## config.mk

```make
export PLATFORM = sky130hd
export DESIGN_NAME = start_controller_flat
export DESIGN_NICKNAME = d
export VERILOG_FILES = /design/src/rtl/start_controller_if.sv /design/src/rtl/start_controller.sv /design/src/flat_wrapper.sv
export SDC_FILE = /design/constraint.sdc
export NUM_CORES = 1
export LEC_CHECK = 0
export CAP_MARGIN = 20
export CORE_UTILIZATION = 49
export DETAILED_ROUTE_END_ITERATION = 6
export PLACE_DENSITY = 0.76
export SLEW_MARGIN = 0
export SYNTH_ARGS = -nofsm -noshare
export SYNTH_HDL_FRONTEND = slang
export SYNTH_SLANG_ARGS = --single-unit
```

## constraint.sdc

```tcl
create_clock -name clk -period 1.6 [get_ports clk]
set_input_delay 0.24 -clock clk [delete_from_list [all_inputs] [get_ports clk]]
set_output_delay 0.24 -clock clk [all_outputs]
set_load 0.01 [all_outputs]
```

## src/rtl/start_controller_if.sv

```systemverilog
// Handshake bundle between the start controller and its environment.
// The controller side uses the slave modport; whoever drives the request
// and done inputs (host logic or a testbench) uses the master modport.
interface start_controller_if #(
    parameter int CNT_W = 8
);
    logic             btn_in;
    logic             proc_done;
    logic             start;
    logic             busy;
    logic [CNT_W-1:0] run_count;
    logic             timeout;

    modport master (
        output btn_in,
        output proc_done,
        input  start,
        input  busy,
        input  run_count,
        input  timeout
    );

    modport slave (
        input  btn_in,
        input  proc_done,
        output start,
        output busy,
        output run_count,
        output timeout
    );
endinterface

```

## src/rtl/start_controller.sv

```systemverilog
// Start controller: turns a raw asynchronous start request into a clean,
// registered start level for the clock corrector. The request is
// synchronised, debounced, followed by a settle delay, then start is held
// until the matrix cores report done. A held request never starts a second
// run; the controller re-arms only after the request is released.
//
// Optional watchdog: define START_CTRL_WATCHDOG_EN to abort a run that
// lasts TIMEOUT_CYCLES without proc_done (sets the sticky timeout flag).
module start_controller #(
    parameter int DEBOUNCE_CYCLES = 16,
    parameter int SETTLE_CYCLES   = 4,
    parameter int CNT_W           = 8,
    parameter int TIMEOUT_CYCLES  = 1024
) (
    input  logic              clk,
    input  logic              rst_n,
    start_controller_if.slave bus
);

    typedef enum logic [2:0] {
        IDLE,
        DEBOUNCE,
        SETTLE,
        RUN,
        RELEASE
    } state_t;

    localparam logic [CNT_W-1:0] DEB_END = CNT_W'(DEBOUNCE_CYCLES);
    localparam logic [CNT_W-1:0] SET_END = CNT_W'(SETTLE_CYCLES);
    localparam logic [CNT_W-1:0] CNT_MAX = '1;

    state_t           state;
    state_t           state_next;
    logic [CNT_W-1:0] cnt;
    logic [CNT_W-1:0] cnt_next;
    logic [CNT_W-1:0] cnt_inc;
    logic [CNT_W-1:0] runs;
    logic [CNT_W-1:0] runs_next;
    logic             start_q;
    logic             start_next;
    logic             timeout_q;
    logic             timeout_next;
    logic             sync_a;
    logic             btn_s;
    logic             wd_expired;

    // Counter never wraps inside a state; it sticks at all-ones.
    assign cnt_inc = (cnt == CNT_MAX) ? cnt : cnt + 1'b1;

`ifdef START_CTRL_WATCHDOG_EN
    localparam int             WD_W   = $clog2(TIMEOUT_CYCLES) + 1;
    localparam logic [WD_W-1:0] WD_END = WD_W'(TIMEOUT_CYCLES - 1);

    logic [WD_W-1:0] wd_cnt;

    // Watchdog counts cycles spent in RUN and restarts whenever RUN is left.
    always_ff @(posedge clk) begin
        if (!rst_n) begin
            wd_cnt <= '0;
        end else if (state == RUN) begin
            wd_cnt <= wd_cnt + 1'b1;
        end else begin
            wd_cnt <= '0;
        end
    end

    assign wd_expired = (wd_cnt == WD_END);
`else
    // Keeps the watchdog limit referenced when the watchdog is compiled out.
    localparam int unused_timeout_cycles = TIMEOUT_CYCLES;

    assign wd_expired = 1'b0;
`endif

    // Two-flop synchroniser; only the second flop feeds the FSM.
    always_ff @(posedge clk) begin
        if (!rst_n) begin
            sync_a <= 1'b0;
            btn_s  <= 1'b0;
        end else begin
            sync_a <= bus.btn_in;
            btn_s  <= sync_a;
        end
    end

    // State, counter and all registered outputs.
    always_ff @(posedge clk) begin
        if (!rst_n) begin
            state     <= IDLE;
            cnt       <= '0;
            runs      <= '0;
            start_q   <= 1'b0;
            timeout_q <= 1'b0;
        end else begin
            state     <= state_next;
            cnt       <= cnt_next;
            runs      <= runs_next;
            start_q   <= start_next;
            timeout_q <= timeout_next;
        end
    end

    // Next-state logic; start is derived from the next state so it is a
    // plain flop output and is already high in the first RUN cycle.
    always_comb begin
        state_next   = state;
        cnt_next     = cnt;
        runs_next    = runs;
        timeout_next = timeout_q;
        case (state)
            IDLE: begin
                cnt_next = '0;
                if (btn_s) begin
                    state_next = DEBOUNCE;
                    cnt_next   = CNT_W'(1);
                end
            end
            DEBOUNCE: begin
                if (!btn_s) begin
                    state_next = IDLE;
                    cnt_next   = '0;
                end else if (cnt == DEB_END) begin
                    state_next = SETTLE;
                    cnt_next   = '0;
                end else begin
                    cnt_next = cnt_inc;
                end
            end
            SETTLE: begin
                if (cnt == SET_END) begin
                    state_next = RUN;
                    cnt_next   = '0;
                end else begin
                    cnt_next = cnt_inc;
                end
            end
            RUN: begin
                if (bus.proc_done) begin
                    state_next = RELEASE;
                    runs_next  = runs + 1'b1;
                end else if (wd_expired) begin
                    state_next   = RELEASE;
                    timeout_next = 1'b1;
                end
            end
            RELEASE: begin
                if (!btn_s) begin
                    state_next = IDLE;
                end
            end
            default: begin
                state_next = IDLE;
                cnt_next   = '0;
            end
        endcase
        start_next = (state_next == RUN);
    end

    assign bus.start     = start_q;
    assign bus.busy      = (state != IDLE);
    assign bus.run_count = runs;
    assign bus.timeout   = timeout_q;

endmodule

```

## src/flat_wrapper.sv

```systemverilog
// flat-port wrapper written by rule: the top's interface ports become plain ports
module start_controller_flat 
#(
    parameter int DEBOUNCE_CYCLES = 16,
    parameter int SETTLE_CYCLES   = 4,
    parameter int CNT_W           = 8,
    parameter int TIMEOUT_CYCLES  = 1024
)
  (clk, rst_n, bus_btn_in, bus_proc_done, bus_start, bus_busy, bus_run_count, bus_timeout);
  start_controller_if #(.CNT_W(CNT_W)) bus_i ();
  input  logic clk;
  input  logic rst_n;
  input wire logic [$bits(bus_i.btn_in)-1:0] bus_btn_in;
  input wire logic [$bits(bus_i.proc_done)-1:0] bus_proc_done;
  output wire logic [$bits(bus_i.start)-1:0] bus_start;
  output wire logic [$bits(bus_i.busy)-1:0] bus_busy;
  output wire logic [$bits(bus_i.run_count)-1:0] bus_run_count;
  output wire logic [$bits(bus_i.timeout)-1:0] bus_timeout;
  assign bus_i.btn_in = bus_btn_in;
  assign bus_i.proc_done = bus_proc_done;
  assign bus_start = bus_i.start;
  assign bus_busy = bus_i.busy;
  assign bus_run_count = bus_i.run_count;
  assign bus_timeout = bus_i.timeout;
  start_controller #(.DEBOUNCE_CYCLES(DEBOUNCE_CYCLES), .SETTLE_CYCLES(SETTLE_CYCLES), .CNT_W(CNT_W), .TIMEOUT_CYCLES(TIMEOUT_CYCLES)) u_core (.clk(clk), .rst_n(rst_n), .bus(bus_i));
endmodule
```

== Yosys cells after proc, flatten, opt, wreduce, memory -nomap -nowiden ==
Index checks and enable logic that the tools add are counted.

* Flip-flop bits (word level): 22
* Bits of input ports: 4
* Word-level logic and storage cells: 33

* Add/sub/neg operators: 2
* Eq/ne operators: 8
* Reductions and logical operators: 4
* Muxes and demuxes: 13

{| class="wikitable"
|+ Operators by type and width
! operator !! count
|-
| $mux 8 || 4
|-
| $pmux 8 s4 || 1
|-
| $mux 3 || 6
|-
| $add 8x1->8 const B || 2
|-
| $pmux 3 s5 || 1
|-
| $eq 3x2->1 const B || 3
|-
| $eq 8x3->1 const B || 1
|-
| $eq 8x5->1 const B || 1
|-
| $eq 8x8->1 const B || 1
|-
| $eq 3x1->1 const B || 1
|-
| $eq 3x3->1 const B || 1
|-
| $logic_not 3->1 || 1
|-
| $reduce_bool 3->1 || 1
|-
| $reduce_and 2->1 || 1
|-
| $reduce_or 2->1 || 1
|-
| $mux 1 || 1
|}

== Longest topological paths before layout ==
* Word-level depth: 5
* Gate-level depth with buffers: 8
* Mapped depth without buffers: 7

== Least setup slack after synthesis ==
Ideal clock, no wire load.

* Path type: register -> register
* Start: reg u_core.cnt[0]
* End: reg u_core.cnt[0]
* Stages on the path, launching flop included: 9
* Path slack: 0.012 ns
* Path buffers: 1
* Data arrival time: 1.466 ns
* Clock period less this slack: 1.588 ns
* Setup time: 0.122 ns
* Data required time: 1.478 ns
* Cells stage by stage: dfxtp_1 inv_1 ha_1 and4bb_1 a21oi_2 o21a_1 buf_6 a211o_1 o311a_1

* Cells in the longest elaborated chain, start to end: 5
* Elaborated cells on any way between the ends: 9
* Those cells by class: add/sub (1); eq/ne (3); mux (5)

{| class="wikitable"
|+ Ends and longest elaborated chain
! element !! line !! RTL
|-
| start, declared || start_controller.sv:34 || <nowiki>logic [CNT_W-1:0] cnt;</nowiki>
|-
| start signal, assigned || start_controller.sv:96 || <nowiki>cnt <= cnt_next;</nowiki>
|-
| $add 8x1->8 / $eq 8x8->1 (equally long branches) || start_controller.sv:48 || <nowiki>assign cnt_inc = (cnt == CNT_MAX) ? cnt : cnt + 1'b1;</nowiki>
|-
| $mux 8 || start_controller.sv:48 ||
|-
| $mux 8 || start_controller.sv:122 || <nowiki>end else if (cnt == DEB_END) begin</nowiki>
|-
| $mux 8 || start_controller.sv:119 || <nowiki>if (!btn_s) begin</nowiki>
|-
| $pmux 8 s4 (*) || start_controller.sv:110 || <nowiki>case (state)</nowiki>
|}

Mark *: on every way between the ends. The rest lies on a longest branch, timed or not.
A chain may end at the register's enable or synchronous reset.

== Worst setup path after layout ==
Ends and elaborated chain as after synthesis.

==> key figures <==
Routing
  • Ratio of routed vias to standard cells: approximately 5.5
  • Routed length per placed instance: around 14 um
  • Starting DRT DRC Count: 24
  • Via count: approximately 1100
  • First-pass iteration count of the detailed router: 4
  • Drt total wl: around 2.8 mm
  • DRC: 0
  • Number of nets still failing antenna checks after routing: 0

Floorplan
  • Width of the die: roughly 53 um
  • Starting utilization of the core area: 0.5133
  • Row count: 18
  • Number of top-level pins: 15
  • Vert. Die Dim: between 50 and 60 um
  • Placeable Area: 2455 sq um
  • Die area: 2778 sq um

Layout
  • Leading cell type in the layout, fill and taps excluded: sky130_fd_sc_hd__buf_4
  • Synthesis-to-finish area growth: 33.47%
  • Most frequent cells in the layout: 30 x sky130_fd_sc_hd__buf_4, 18 x sky130_fd_sc_hd__dfxtp_1, 12 x sky130_fd_sc_hd__clkdlybuf4s50_1
  • Number of standard cells in the layout, taps in and fillers out: roughly 210
  • Finished Cell Area: roughly 1700 sq um
  • Nets: ~180
  • Core Util, Final: 0.6850
  • Filler instances: 199
  • ANT cells: 0
  • Layout cell share with drive strength beyond 1: 0.3371

Timing
  • Final critical-path required period: 1.685 ns
  • Final worst-path setup slack: -0.08458 ns
  • Sum Neg Setup Slack: -0.1524 ns
  • Timing-limited maximum frequency: approximately 590 MHz
  • Final Max Slew Viols: 0
  • Hold Fails Final Rpt: 0
  • Clock Skews: between 0.006 and 0.007 ns
  • Final period util: 1.053
  • Total setup violations reported at the end of the flow: 4
  • Setup repair after global routing missed its margin: yes

Clock network
  • Worst skew pair latency: ~0.31 ns
  • Number of buffers added by the clock tree synthesis step: 3
  • Number of buffers on the longest clock path: 2
  • Clock sink total: 22
  • CTS clock-pin slew for the worst setup and hold paths: between 0.1 and 0.15 ns
  • Cts-stage hold buffer count: 0
  • Clk root buf: sky130_fd_sc_hd__clkbuf_4
  • Clock tree from TritonCTS: built
  • Total number of H-tree levels: 1

Pwr
  • Cell area power density: around 550 nW/um^2
  • Maximum vdd drop: roughly 0.00038 V
  • Lkg Pwr: about 0.72 nW
  • Total Power: 0.0009262 W

Run
  • Maxcap violations: 0

Place
  • Placed standard-cell area: between 1500 and 2000 sq um
  • Placed Cells: 194
  • Post-DP HPWL: about 2 mm
  • Last weighted congestion value of the routability-driven placer: around 0.84
  • Number of buffers added on ports: 13

Worst setup path
  • Worst stage delay on the critical path: between 0.3 and 0.4 ns
  • CP endpoint kind: flop
  • Worst path required time: about 1.8 ns
  • Cell family contributing the most delay on the critical path: compound AO/OA/AOI/OAI gates
  • Startpoint class of the critical path: flop
  • Start-to-end type of the worst setup path: flop to flop
  • Cell breakdown of the critical path: buf_4 > ha_2 > and3_4 > and3_1 > o22a_1 > o311a_1
  • Arrival @ worst endpoint: 1.89 ns
  • Crit Path Max Fanout: 4
  • Crit path buffers/inverters: 1
  • Cell with the largest stage delay on the worst path: sky130_fd_sc_hd__dfxtp_2

Logic synthesis
  • Seq/Total Area, Yosys: 0.3496
  • EDFF count, synth: 0
  • Number of different library cells in the post-synthesis netlist: between 50 and 60
  • Avg Cell Area, Syn: between 9 and 10 sq um
  • Count of mapped cells out of synthesis: about 140
  • Total nets after synthesis: between 100 and 150
  • Most frequently used flop master after synthesis: sky130_fd_sc_hd__dfxtp_1
  • Synthesis Warnings: 0
  • Number of flip-flops and latches in the synthesized netlist: 22
  • Post-synth design cell area: 1260 sq um
  • Async set-or-reset flop fraction in the synthesized netlist: 0

Global routing
  • Number of global-route vias before repair: around 1100
  • Largest net degree at the start of global routing: 13
  • Initial antenna violation count: 0
  • First-pass GRT wire length: roughly 4.5 mm
  • Final global-route overflow total: 0
  • Global router's overall resource usage: 0.2258

Hold path
  • Class of the tightest hold or removal check: flop to flop

Run status
  • Result of the run: finished with violations
  • Violations in the final reports: negative setup slack
-- layout make-up --
| class | instances | area [sq um] | area share |
|---|---|---|---|
| multi-input cells | 102 | 778.2 | 0.4628 |
| inverters | 3 | 11.26 | 0.006696 |
| well taps | 30 | 37.54 | 0.02232 |
| clock buffers | 4 | 36.28 | 0.02158 |
| repair buffers | 44 | 370.4 | 0.2202 |
| flip-flops and latches | 22 | 447.9 | 0.2664 |
-- power by group --
part | switching [W] | internal, W
Clock | 0.000177 | 0.000139
Combinational | 0.0000239 | 0.0000319
Sequential | 0.00000385 | 0.000551
Total | 0.000205 | 0.000722
-- flip-flops by register name (all words and copies together), names as in the netlist --
signal / count
u_core.cnt: 8
u_core.bus.start: 1
u_core.bus.run_count: 8
u_core.state: 3
u_core.btn_s: 1
u_core.sync_a: 1
-- per-layer routing --
metal | global-route usage | routed length [um]
met2 | 0.3755 | 1343
met4 | 0.1272 | 46
met3 | 0.03188 | 120
met5 | 0 | 0
met1 | 0.2743 | 1317
-- path summary, 6_finish.rpt --
| path | from | to | slack (ns) | cells after the start |
|---|---|---|---|---|
| setup / recovery | u_core.cnt[0] | u_core.cnt[0] | -0.08 | 6 |
| hold / removal | u_core.sync_a | u_core.btn_s | 0.46 | 1 |
| hold reg to reg | u_core.sync_a | u_core.btn_s | 0.46 | 1 |
| setup reg to reg | u_core.cnt[0] | u_core.cnt[0] | -0.08 | 6 |
-- worst reg2reg max path, cell delays in order (launching register included) --
cell and delay, ns:
sky130_fd_sc_hd__dfxtp_2 0.35, sky130_fd_sc_hd__buf_4 0.14, sky130_fd_sc_hd__ha_2 0.19, sky130_fd_sc_hd__and3_4 0.18, sky130_fd_sc_hd__and3_1 0.18, sky130_fd_sc_hd__o22a_1 0.21
sky130_fd_sc_hd__o311a_1 0.34
-- metrics by stage --
stage	hold slack, ns	setup slack [ns]
floorplan	0.3673	0.01203
global placement	0.4164	-0.08196
detailed placement	0.4249	-0.1030
CTS	0.4635	-0.08480
global route	0.4799	-0.1316
finish	0.4586	-0.08458
-- cells by family (layout without fill, tap and decap cells) --
kind of cell,count (synthesis),after routing,synth area share
AO/OA/AOI/OAI,27,27,0.1520
adder cells (fa/ha/maj),3,3,0.02979
flip-flops,22,22,0.3496
other,1,1,0.002976
multiplexers,1,1,0.007945
buffers and inverters,13,51,0.06753
AND/OR/NAND/NOR,63,63,0.3416
XOR/XNOR,7,7,0.04866
-- Yosys cell counts, drive strengths merged, types with 2 or more instances --
cell type | count | area share
a21oi | 7 | 0.031
nand4 | 5 | 0.025
clkbuf | 2 | 0.0060
o21ai | 2 | 0.0079
nand2 | 4 | 0.012
ha | 3 | 0.030
a21boi | 4 | 0.024
nor3 | 3 | 0.025
and3 | 6 | 0.030
a31oi | 3 | 0.015
nor2 | 5 | 0.017
buf | 8 | 0.053
nor2b | 7 | 0.037
xor2 | 2 | 0.014
xnor2 | 5 | 0.035
and2 | 10 | 0.050
nand3 | 8 | 0.032
inv | 3 | 0.0089
and4bb | 2 | 0.020
nor3b | 3 | 0.022
dfxtp | 22 | 0.35
-- timing repair --
item	in CTS	in global routing
gates resized for setup	14	7
setup endpoints to repair	7	12
buffers inserted	5	3
pin swaps	4	9
Note: power is estimated with default switching activity, not from simulation.
